--- src/rtl/oclib_pkg.sv ---
// Shared CSR bus payload types and the CSR arbiter state encoding.
package oclib_pkg;

  localparam int unsigned CsrSpaceW = 4;
  localparam int unsigned CsrAddrW  = 32;
  localparam int unsigned CsrDataW  = 32;

  typedef struct packed {
    logic                 read;
    logic                 write;
    logic [CsrSpaceW-1:0] space;
    logic [CsrAddrW-1:0]  address;
    logic [CsrDataW-1:0]  wdata;
  } csr_32_s;

  typedef struct packed {
    logic                ready;
    logic                error;
    logic [CsrDataW-1:0] rdata;
  } csr_32_fb_s;

  typedef enum logic [1:0] {
    ARB_IDLE,
    ARB_BUSY,
    ARB_DONE
  } csr_arb_state_e;

endpackage

--- src/rtl/oclib_rr_arbiter.sv ---
// Combinational round-robin pick: lowest requester above the last grant, else lowest overall.
module oclib_rr_arbiter #(
  parameter int unsigned Width = 2
) (
  input  logic [Width-1:0] i_req,
  input  logic [Width-1:0] i_last,
  output logic [Width-1:0] o_gnt_c
);

  logic [Width-1:0] w_mask;
  logic [Width-1:0] w_req_hi;

  // Mask keeps only positions strictly above the one-hot last grant
  always_comb begin
    w_mask   = ~((i_last << 1) - Width'(1));
    w_req_hi = i_req & w_mask;
    if (|w_req_hi) begin
      o_gnt_c = w_req_hi & (~w_req_hi + Width'(1));
    end else begin
      o_gnt_c = i_req & (~i_req + Width'(1));
    end
  end

endmodule

--- src/rtl/oclib_csr_arbiter.sv ---
// Merges several CSR initiators onto one target, one transaction at a time,
// with round-robin fairness and an optional downstream timeout.
module oclib_csr_arbiter
  import oclib_pkg::*;
#(
  parameter type         CsrType       = oclib_pkg::csr_32_s,
  parameter type         CsrFbType     = oclib_pkg::csr_32_fb_s,
  parameter int unsigned Inputs        = 2,
  parameter int unsigned TimeoutCycles = 1024
) (
  input  logic              clock,
  input  logic              reset,
  input  CsrType            in    [0:Inputs-1],
  output CsrFbType          inFb  [0:Inputs-1],
  output CsrType            out,
  input  CsrFbType          outFb,
  output logic [Inputs-1:0] grant
);

  localparam int unsigned CntW = (TimeoutCycles > 0) ? $clog2(TimeoutCycles + 1) : 1;

  csr_arb_state_e    r_state;
  csr_arb_state_e    w_state_next;
  CsrType            r_out;
  CsrFbType          r_infb [0:Inputs-1];
  logic [Inputs-1:0] r_grant;
  logic [Inputs-1:0] r_last;
  logic [CntW-1:0]   r_cnt;
  logic              r_armed;

  logic [Inputs-1:0] w_req;
  logic [Inputs-1:0] w_pick;
  CsrType            w_sel_req;
  logic              w_take;
  logic              w_resp;
  logic              w_tmo;
  logic              w_tmo_hit;

  always_comb begin
    w_req = '0;
    for (int i = 0; i < Inputs; i++) begin
      w_req[i] = in[i].read | in[i].write;
    end
  end

  oclib_rr_arbiter #(
    .Width (Inputs)
  ) u_rr (
    .i_req   (w_req),
    .i_last  (r_last),
    .o_gnt_c (w_pick)
  );

  always_comb begin
    w_sel_req = '0;
    for (int i = 0; i < Inputs; i++) begin
      if (w_pick[i]) w_sel_req = in[i];
    end
  end

  assign w_tmo_hit = (TimeoutCycles != 0) && (r_cnt == CntW'(TimeoutCycles));

  always_ff @(posedge clock or posedge reset) begin
    if (reset) r_state <= ARB_IDLE;
    else       r_state <= w_state_next;
  end

  // A real response beats a timeout landing in the same cycle
  always_comb begin
    w_state_next = r_state;
    w_take       = 1'b0;
    w_resp       = 1'b0;
    w_tmo        = 1'b0;
    unique case (r_state)
      ARB_IDLE: begin
        if (r_armed && (|w_req)) begin
          w_take       = 1'b1;
          w_state_next = ARB_BUSY;
        end
      end
      ARB_BUSY: begin
        if (outFb.ready) begin
          w_resp       = 1'b1;
          w_state_next = ARB_DONE;
        end else if (w_tmo_hit) begin
          w_tmo        = 1'b1;
          w_state_next = ARB_DONE;
        end
      end
      ARB_DONE: w_state_next = ARB_IDLE;
      default:  w_state_next = ARB_IDLE;
    endcase
  end

  // r_armed blocks arbitration on the first edge after reset release
  always_ff @(posedge clock or posedge reset) begin
    if (reset) begin
      r_out   <= '0;
      r_grant <= '0;
      r_last  <= {1'b1, {(Inputs-1){1'b0}}};
      r_cnt   <= '0;
      r_armed <= 1'b0;
      for (int i = 0; i < Inputs; i++) r_infb[i] <= '0;
    end else begin
      r_armed <= 1'b1;
      if (w_take) begin
        r_out   <= w_sel_req;
        r_grant <= w_pick;
        r_cnt   <= '0;
      end
      if (r_state == ARB_BUSY) r_cnt <= r_cnt + CntW'(1);
      if (w_resp || w_tmo) begin
        r_out.read  <= 1'b0;
        r_out.write <= 1'b0;
      end
      for (int i = 0; i < Inputs; i++) begin
        if ((w_resp || w_tmo) && r_grant[i]) begin
          r_infb[i].ready <= 1'b1;
          r_infb[i].error <= w_resp ? outFb.error : 1'b1;
          r_infb[i].rdata <= w_resp ? outFb.rdata : '0;
        end else if (r_state == ARB_DONE) begin
          r_infb[i] <= '0;
        end
      end
      if (r_state == ARB_DONE) begin
        r_grant <= '0;
        r_last  <= r_grant;
      end
    end
  end

  assign out   = r_out;
  assign inFb  = r_infb;
  assign grant = r_grant;

endmodule
--- config.mk ---
export PLATFORM = sky130hd
export DESIGN_NAME = oclib_csr_arbiter
export DESIGN_NICKNAME = d
export VERILOG_FILES = /design/src/rtl/oclib_pkg.sv /design/src/rtl/oclib_rr_arbiter.sv /design/src/rtl/oclib_csr_arbiter.sv
export SDC_FILE = /design/constraint.sdc
export NUM_CORES = 1
export LEC_CHECK = 0
export CAP_MARGIN = 20
export CELL_PAD_IN_SITES_DETAIL_PLACEMENT = 0
export CELL_PAD_IN_SITES_GLOBAL_PLACEMENT = 2
export CORE_MARGIN = 1
export CORE_UTILIZATION = 27
export CTS_CLUSTER_DIAMETER = 150
export DETAILED_ROUTE_END_ITERATION = 6
export GPL_TIMING_DRIVEN = 0
export PLACE_DENSITY_LB_ADDON = 0.3
export SLEW_MARGIN = 20
export SYNTH_ARGS = -nofsm -noshare
export SYNTH_HDL_FRONTEND = slang
export SYNTH_SLANG_ARGS = --single-unit
--- constraint.sdc ---
create_clock -name clock -period 6.9 [get_ports clock]
set_input_delay 0.69 -clock clock [delete_from_list [all_inputs] [get_ports clock]]
set_output_delay 0.69 -clock clock [all_outputs]
set_load 0.005 [all_outputs]
==> results of run 1 <==
[synthesized netlist by cell type (all sizes together), types with 2 or more instances]
master	n	area share, %
a221o	68	10
mux2i	4	0.62
nand3	4	0.31
nor2	6	0.38
o211ai	2	0.23
o31ai	3	0.35
a31o	2	0.27
o22ai	2	0.62
a21oi	4	0.31
a32oi	3	0.40
inv	5	0.29
and2	70	6.7
a32o	64	9.8
ha	2	0.38
nand4	5	0.48
nand2	19	1.1
clkbuf	22	1.3
dfrtp	155	60
nor4	2	0.19
buf	27	3.1
and3	2	0.19
nand2b	5	0.48
o21ai	8	0.62
[metrics by stage]
| step | cell area, um2 | hold slack, ns | setup WS [ns] | TNS, ns |
|---|---|---|---|---|
| 2_1_floorplan | 6510 | 0.437 | 2.03 | 0 |
| 3_3_place_gp | 10100 | 0.463 | -0.143 | -20.21 |
| 3_5_place_dp | 10100 | 0.464 | 4.28 | 0 |
| 4_1_cts | 10700 | 0.473 | 4.73 | 0 |
| 5_1_grt | 10700 | 0.497 | 4.59 | 0 |
| 6_report | 10700 | 0.467 | 4.78 | 0 |
[final timing paths]
check,start,to,depth (start not counted)
setup / recovery,in[139],out[1]$_DFFE_PP0P_,7
hold / removal,r_cnt[10]$_DFFE_PP0P_,r_cnt[10]$_DFFE_PP0P_,1
setup reg to reg,r_state[0]$_DFFE_PP0P_,out[37]$_DFFE_PP0P_,5
hold reg to reg,r_cnt[10]$_DFFE_PP0P_,r_cnt[10]$_DFFE_PP0P_,1
max in group asynchronous,reset,r_state[0]$_DFFE_PP0P_,3
min in group asynchronous,reset,out[64]$_DFFE_PP0P_,2
[per-layer routing]
metal,GRT usage [%],vias to the layer above
li1,-,2615
met1,20.7,2774
met2,30.8,242
met3,6.50,24
met4,6.24,0
met5,0,-
[area by class of cell]
type	count	share of cell area (%)
sequential	155	36.3
timing repair buffer	315	29.7
multi-input combinational	287	21.7
clock buffer	17	3.98
tap	319	3.74
buffer	49	2.73
clock inverter	15	1.58
inverter	5	0.246
[worst reg2reg max path, cell delays in order, from the launching register on]
cell and delay [ns]:
dfrtp_1 0.43, nor3b_4 0.33, nand2_1 0.10, nor2_2 0.34, clkbuf_1 0.43, a221o_1 0.23
[power by group through the flow]
stage / clock [uW] / combinational, uW / sequential (uW)
final: 927 / 1780 / 1590
after global routing: 997 / 1920 / 1650
after floorplan: 0 / 638 / 1600
after global placement: 0 / 1780 / 1590
after CTS: 957 / 1810 / 1600
after detailed placement: 0 / 1810 / 1600
[registers in the layout, summed over array words and instances (netlist names)]
signal and cells:
out 70, r_cnt 11, inFb 68, r_last 1
r_armed 1, grant 2, r_state 2
[kinds of logic (layout without fill, tap and decap cells)]
| logic type | Yosys count | after routing |
|---|---|---|
| adder cells (fa/ha/maj) | 2 | 2 |
| buffers and inverters | 54 | 401 |
| other | 1 | 1 |
| multiplexers | 4 | 4 |
| flip-flops | 155 | 155 |
| AO/OA/AOI/OAI | 162 | 162 |
| AND/OR/NAND/NOR | 118 | 118 |
==> results.md, run 1 <==
- Status: complete, no violations
- Die width: 157 um
- Cells after synthesis: 496
- Int Pwr: about 3000 uW
- Die Ht: around 160 um
- Post-Syn Area per Cell: 13.1 um2
- ANT nets after route: 0
- CP max stage delay: roughly 0.54 ns
- Worst path slowest cell: clkdlybuf4s50_1
- Post-DR vias/cell: slightly below 5
- Most common flop cell mapped by yosys: dfrtp_1
- Inserted Diodes: 0
- Remaining global-route overflow: 0
- Commonest non-fill, non-tap cell in the layout: clkdlybuf4s50_1
- Post-Syn Nets: just under 700
- Min cycle time layout: around 2.1 ns
- Post-Route Utilization: 45.4%
- Net Sw Frac: 30.6%
- Post_cts resized: 0
- Compound-Gate Fraction of Synth Area: around a quarter
- Die area: between 20000 and 25000 um2
- Hold_buf cts: 0
- Initial antenna violation count: 0
- GRT Total Usage: between 15 and 20%
- Core area: about 24000 um2
- Post-synthesis sequential area ratio: roughly three fifths
- Synthesis Warnings: 0
- Fraction of registers with async set/reset: between 90% and 100%
- Comb power frac: 41.4%
- Clock share of power: roughly 22%
- Wl on met1: between 8000 and 9000 um
- Worst rel slew slack: 58.4%
- Pwr/cell area: ~400 nW/um2
- Global-route wire length before repair: roughly 34000 um
- Largest family of logic cells by synthesized area: compound AO/OA/AOI/OAI gates
- Fillers: ~2200
- H-tree levels: 4
- Worst ir drop on vdd: between 0.15 and 0.2 mV
- Port Buffers: 314
- Critical Path Source Type: input pin
- CTS clk-pin slew, worst paths: 0.07 ns
- CTS root buf: clkbuf_16
- Mux cell area share after synthesis: less than 1%
- Setup Fix Bufs, Post-CTS: 0
- WL final: about 22000 um
- Sequence of cells on the critical path: clkdlybuf4s50_1, nor2_1, o221a_2, buf_2, buf_6, and2_1, a221o_1
- Commonest cells after routing, fill and taps aside: clkdlybuf4s50_1 (314), dfrtp_1 (155), and2_1 (70)
- Clk buf depth: 2
- Number of clock sinks: approximately 160
- Final hold vios: 0
- Tightest Pin Transition: ~0.62 ns
- Netlist Area Pre-Place: approximately 6500 um2
- Total of max-cap violations: 0
- Layout cells sized above 1: 8.30%
- Simple-gate share of the synthesized area: 10.6%
- Buf+Inv Stages, Crit Path: 3
- Placed Cells: about 1100
- HP Class: flip-flop to flip-flop
- Clk_skew: around 0.011 ns
- WL met2: 11000 um
- DP Wirelength: ~17000 um
- TritonRoute pass-1 iters: 4
- CTS tree: done
- Later-pin clock latency in the skew report: between 0.4 and 0.5 ns
- Vias in the first global route: between 6000 and 7000
- Tot Pwr: between 4000 and 5000 uW
- FF-to-FF setup slack: about 5.0 ns
- Worst setup EP type: flip-flop
- 1st-iter DRT viols: between 200 and 300
- Max layer used: met4
- Routability cong.: 0.760
- Synth unique cells: 41
- Post-synth EDFFs: 0
- Fmax: approximately 470 MHz
- Flops & latches, synth: between 150 and 200
- Worst Path Required: 7.21 ns
- CP delay by family, top: buffers and inverters
- Switching power: 1320 uW
- Crit Path Max Fanout: 10
- Final setup violation count: 0
- Vias: 5655
- Tcrit/Tclk final: between 30% and 40%
- CP arrival: ~2.4 ns
- DRC viols: 0
- Area Overhead vs Synth: 64.1%
- NumNets Final: approximately 1000
- I/O pin count: roughly 320
- DR WL met3: between 1500 and 2000 um
- Register Area: 3880 um2
- Kind of critical path: input pin to flip-flop
- Final Max Slew Viols: 0
- Flop pwr share: between 30 and 40%
- Wire per inst: roughly 19 um
- Initial Util: between 20% and 30%
- Xor-xnor portion of the synthesized cell area: 0%
- RSZ-0062 raised after global routing: no
- Leak Pwr: around 0.0045 uW
- Finished Layout Cells: ~1200
- Cell row count: 56
- Largest net degree at the start of global routing: between 100 and 150
- Adder-Cell Fraction of Synth Area: less than 1%
- Cts bufs inserted: 17
- Area of the multi-input gates: 2320 um2
No activity file was read; power rests on OpenSTA's default activity.
==> run 2, diff against run 1 <==
--- a/config.mk
+++ b/config.mk
@@ -9,7 +9,7 @@
 export CELL_PAD_IN_SITES_DETAIL_PLACEMENT = 0
 export CELL_PAD_IN_SITES_GLOBAL_PLACEMENT = 2
 export CORE_MARGIN = 1
-export CORE_UTILIZATION = 27
+export CORE_UTILIZATION = 25
 export CTS_CLUSTER_DIAMETER = 150
 export DETAILED_ROUTE_END_ITERATION = 6
 export GPL_TIMING_DRIVEN = 0
==> constraint.sdc (replaced) <==
create_clock -name clock -period 2.1 [get_ports clock]
set_input_delay 0.21 -clock clock [delete_from_list [all_inputs] [get_ports clock]]
set_output_delay 0.21 -clock clock [all_outputs]
set_load 0.005 [all_outputs]
==> run 2 against run 1 <==
Clock skew down 0.0016 ns; sequential power rose to 3.3 times the previous value; sequential share of layout area down 0.34 points; combinational power rose to 3.3 times the previous value; power rose to 3.3 times the previous value; critical path depth down 2; critical path type is now flip-flop to flip-flop.
==> results.md, run 2 (same netlist as run 1, synthesis figures left out) <==
- I/O pin count: 316 (unchanged)
- Later-pin clock latency in the skew report: 0.42 ns (about the same)
- Worst Path Required: 2.46 ns (was 7.21 ns)
- Wire per inst: 19.4 um (was 19.1 um)
- Remaining global-route overflow: 0 (unchanged)
- CP max stage delay: 0.43 ns (was 0.54 ns)
- Clock share of power: 21.6% (about the same)
- Sequence of cells on the critical path: nor3b_4, nand2_1, nor2_4, clkbuf_1, a221o_1 (was clkdlybuf4s50_1, nor2_1, o221a_2, buf_2, buf_6, and2_1, a221o_1)
- Flop pwr share: 36.8% (was 37.0%)
- Worst rel slew slack: 60.4% (was 58.4%)
- GRT Total Usage: 17.3% (was 18.0%)
- Worst ir drop on vdd: 0.492 mV (was 0.176 mV)
- CTS tree: done (unchanged)
- CTS root buf: clkbuf_16 (unchanged)
- WL final: 22800 um (was 22200 um)
- Vias in the first global route: 6031 (was 6078)
- Commonest non-fill, non-tap cell in the layout: clkdlybuf4s50_1 (unchanged)
- Layout cells sized above 1: 9.09% (was 8.30%)
- Kind of critical path: flip-flop to flip-flop (was input pin to flip-flop)
- Comb power frac: 41.5% (was 41.4%)
- CTS clk-pin slew, worst paths: 0.07 ns (about the same)
- Final setup violation count: 0 (unchanged)
- Worst path slowest cell: dfrtp_1 (was clkdlybuf4s50_1)
- Crit Path Max Fanout: 10 (unchanged)
- Placed Cells: 1145 (was 1130)
- Die area: 26700 um2 (was 24700 um2)
- Total of max-cap violations: 0 (unchanged)
- Switching power: 4400 uW (was 1320 uW)
- Min cycle time layout: 1.89 ns
- Initial Util: 25.7% (was 27.6%)
- Inserted Diodes: 0 (unchanged)
- Int Pwr: 9820 uW (was 2980 uW)
- Final hold vios: 0 (unchanged)
- Commonest cells after routing, fill and taps aside: clkdlybuf4s50_1 (314), dfrtp_1 (155), and2_1 (70) (unchanged)
- Cts bufs inserted: 17 (unchanged)
- Area Overhead vs Synth: 65.6% (was 64.1%)
- TritonRoute pass-1 iters: 4 (unchanged)
- Global-route wire length before repair: 34800 um (was 33900 um)
- Leak Pwr: 0.00450 uW (was 0.00446 uW)
- NumNets Final: 1012 (was 1008)
- 1st-iter DRT viols: 370 (was 263)
- Routability cong.: 0.788 (was 0.760)
- Tightest Pin Transition: 0.592 ns (was 0.624 ns)
- Largest register FFs: 70 (unchanged)
- Core area: 25300 um2 (was 23500 um2)
- Clk buf depth: 2 (unchanged)
- Clk_skew: 0.00984 ns (was 0.0114 ns)
- Critical Path Source Type: flip-flop (was input pin)
- Vias: 5708 (was 5655)
- Tcrit/Tclk final: between 80% and 90%
- Finished Layout Cells: 1177 (was 1162)
- H-tree levels: 4 (unchanged)
- CP delay by family, top: simple AND/OR/NAND/NOR gates (was buffers and inverters)
- Number of clock sinks: 155 (unchanged)
- Worst setup EP type: flip-flop (unchanged)
- Port Buffers: 314 (unchanged)
- Largest net degree at the start of global routing: 34 (was 107)
- Die Ht: 163 um (was 157 um)
- Buf+Inv Stages, Crit Path: 1 (was 3)
- Status: complete, no violations (unchanged)
- Pwr/cell area: 1320 nW/um2 (was 403 nW/um2)
- DP Wirelength: 17900 um (was 17100 um)
- Net Sw Frac: 30.9% (was 30.6%)
- Fmax: 530 MHz
- RSZ-0062 raised after global routing: no (unchanged)
- Initial antenna violation count: 0 (unchanged)
- Post-DR vias/cell: 4.85 (was 4.87)
- Die width: 163 um (was 157 um)
- Setup Fix Bufs, Post-CTS: 0 (unchanged)
- HP Class: input pin to async pin (was flip-flop to flip-flop)
- DRC viols: 0 (unchanged)
- ANT nets after route: 0 (unchanged)
- Final Max Slew Viols: 0 (unchanged)
- Post-Route Utilization: 42.6% (was 45.4%)
- Cell row count: 58 (was 56)
- CP arrival: 2.25 ns (was 2.42 ns)
run 2: through the flow:
step / hold WS (ns) / area [um2] / power, uW / TNS [ns] / setup WS, ns
after global placement: 0.466 / 10100 / 11100 / -223.56 / -1.43
after detailed placement: 0.473 / 10200 / 11300 / -4.75 / -0.135
after floorplan: 0.355 / 6510 / 7350 / -10.68 / -0.0689
after CTS: 0.185 / 10800 / 14400 / 0 / 0.0173
after global routing: 0.235 / 10800 / 15100 / 0 / 0.0527
final: 0.197 / 10800 / 14200 / 0 / 0.214
run 2: timing repair:
action                     CTS  global route
setup endpoints to repair    0            59
hold buffers                 0             0
resized for setup            0             7
run 2: path summary, 6_finish.rpt:
path	from	endpoint	slack, ns	cells past startpoint
max in group asynchronous	reset	out[57]$_DFFE_PP0P_	0.93	5
setup reg to reg	r_state[0]$_DFFE_PP0P_	out[29]$_DFFE_PP0P_	0.21	5
hold / removal	reset	out[34]$_DFFE_PP0P_	0.20	2
setup / recovery	r_state[0]$_DFFE_PP0P_	out[29]$_DFFE_PP0P_	0.21	5
hold reg to reg	r_cnt[10]$_DFFE_PP0P_	r_cnt[10]$_DFFE_PP0P_	0.47	1
min in group clock	in[81]	out[11]$_DFFE_PP0P_	0.40	2
run 2: area by class of cell:
type                    count  area, um2
flip-flops and latches    155       3880
clock inverters            15        179
plain buffers              49        295
clock buffers              17        425
multi-input cells         287       2320
repair buffers            319       3240
well taps                 330        413
inverters                   5       22.5
fillers                  2359      14500
run 2: worst register-to-register path, delay by kind of cell (launching register included):
kind            cells  cell delay [ns]
simple gates        3             0.74
buf+inv             1             0.43
compound gates      1             0.23
flops               1             0.43
run 2: per-layer routing:
metal	up-vias	global-route usage (%)	part of all wire, %
li1	2621	-	-
met1	2793	20.6	41
met2	261	28.2	47
met3	33	6.20	9.8
met4	0	6.63	2.3
met5	-	0	0
run 2: power by group through the flow:
| stage | registers, uW | logic [uW] | clock network, uW |
|---|---|---|---|
| final | 5240 | 5900 | 3080 |
| after global routing | 5420 | 6370 | 3300 |
| after CTS | 5250 | 6000 | 3180 |
| after detailed placement | 5270 | 6010 | 0 |
| after global placement | 5230 | 5890 | 0 |
| after floorplan | 5250 | 2100 | 0 |
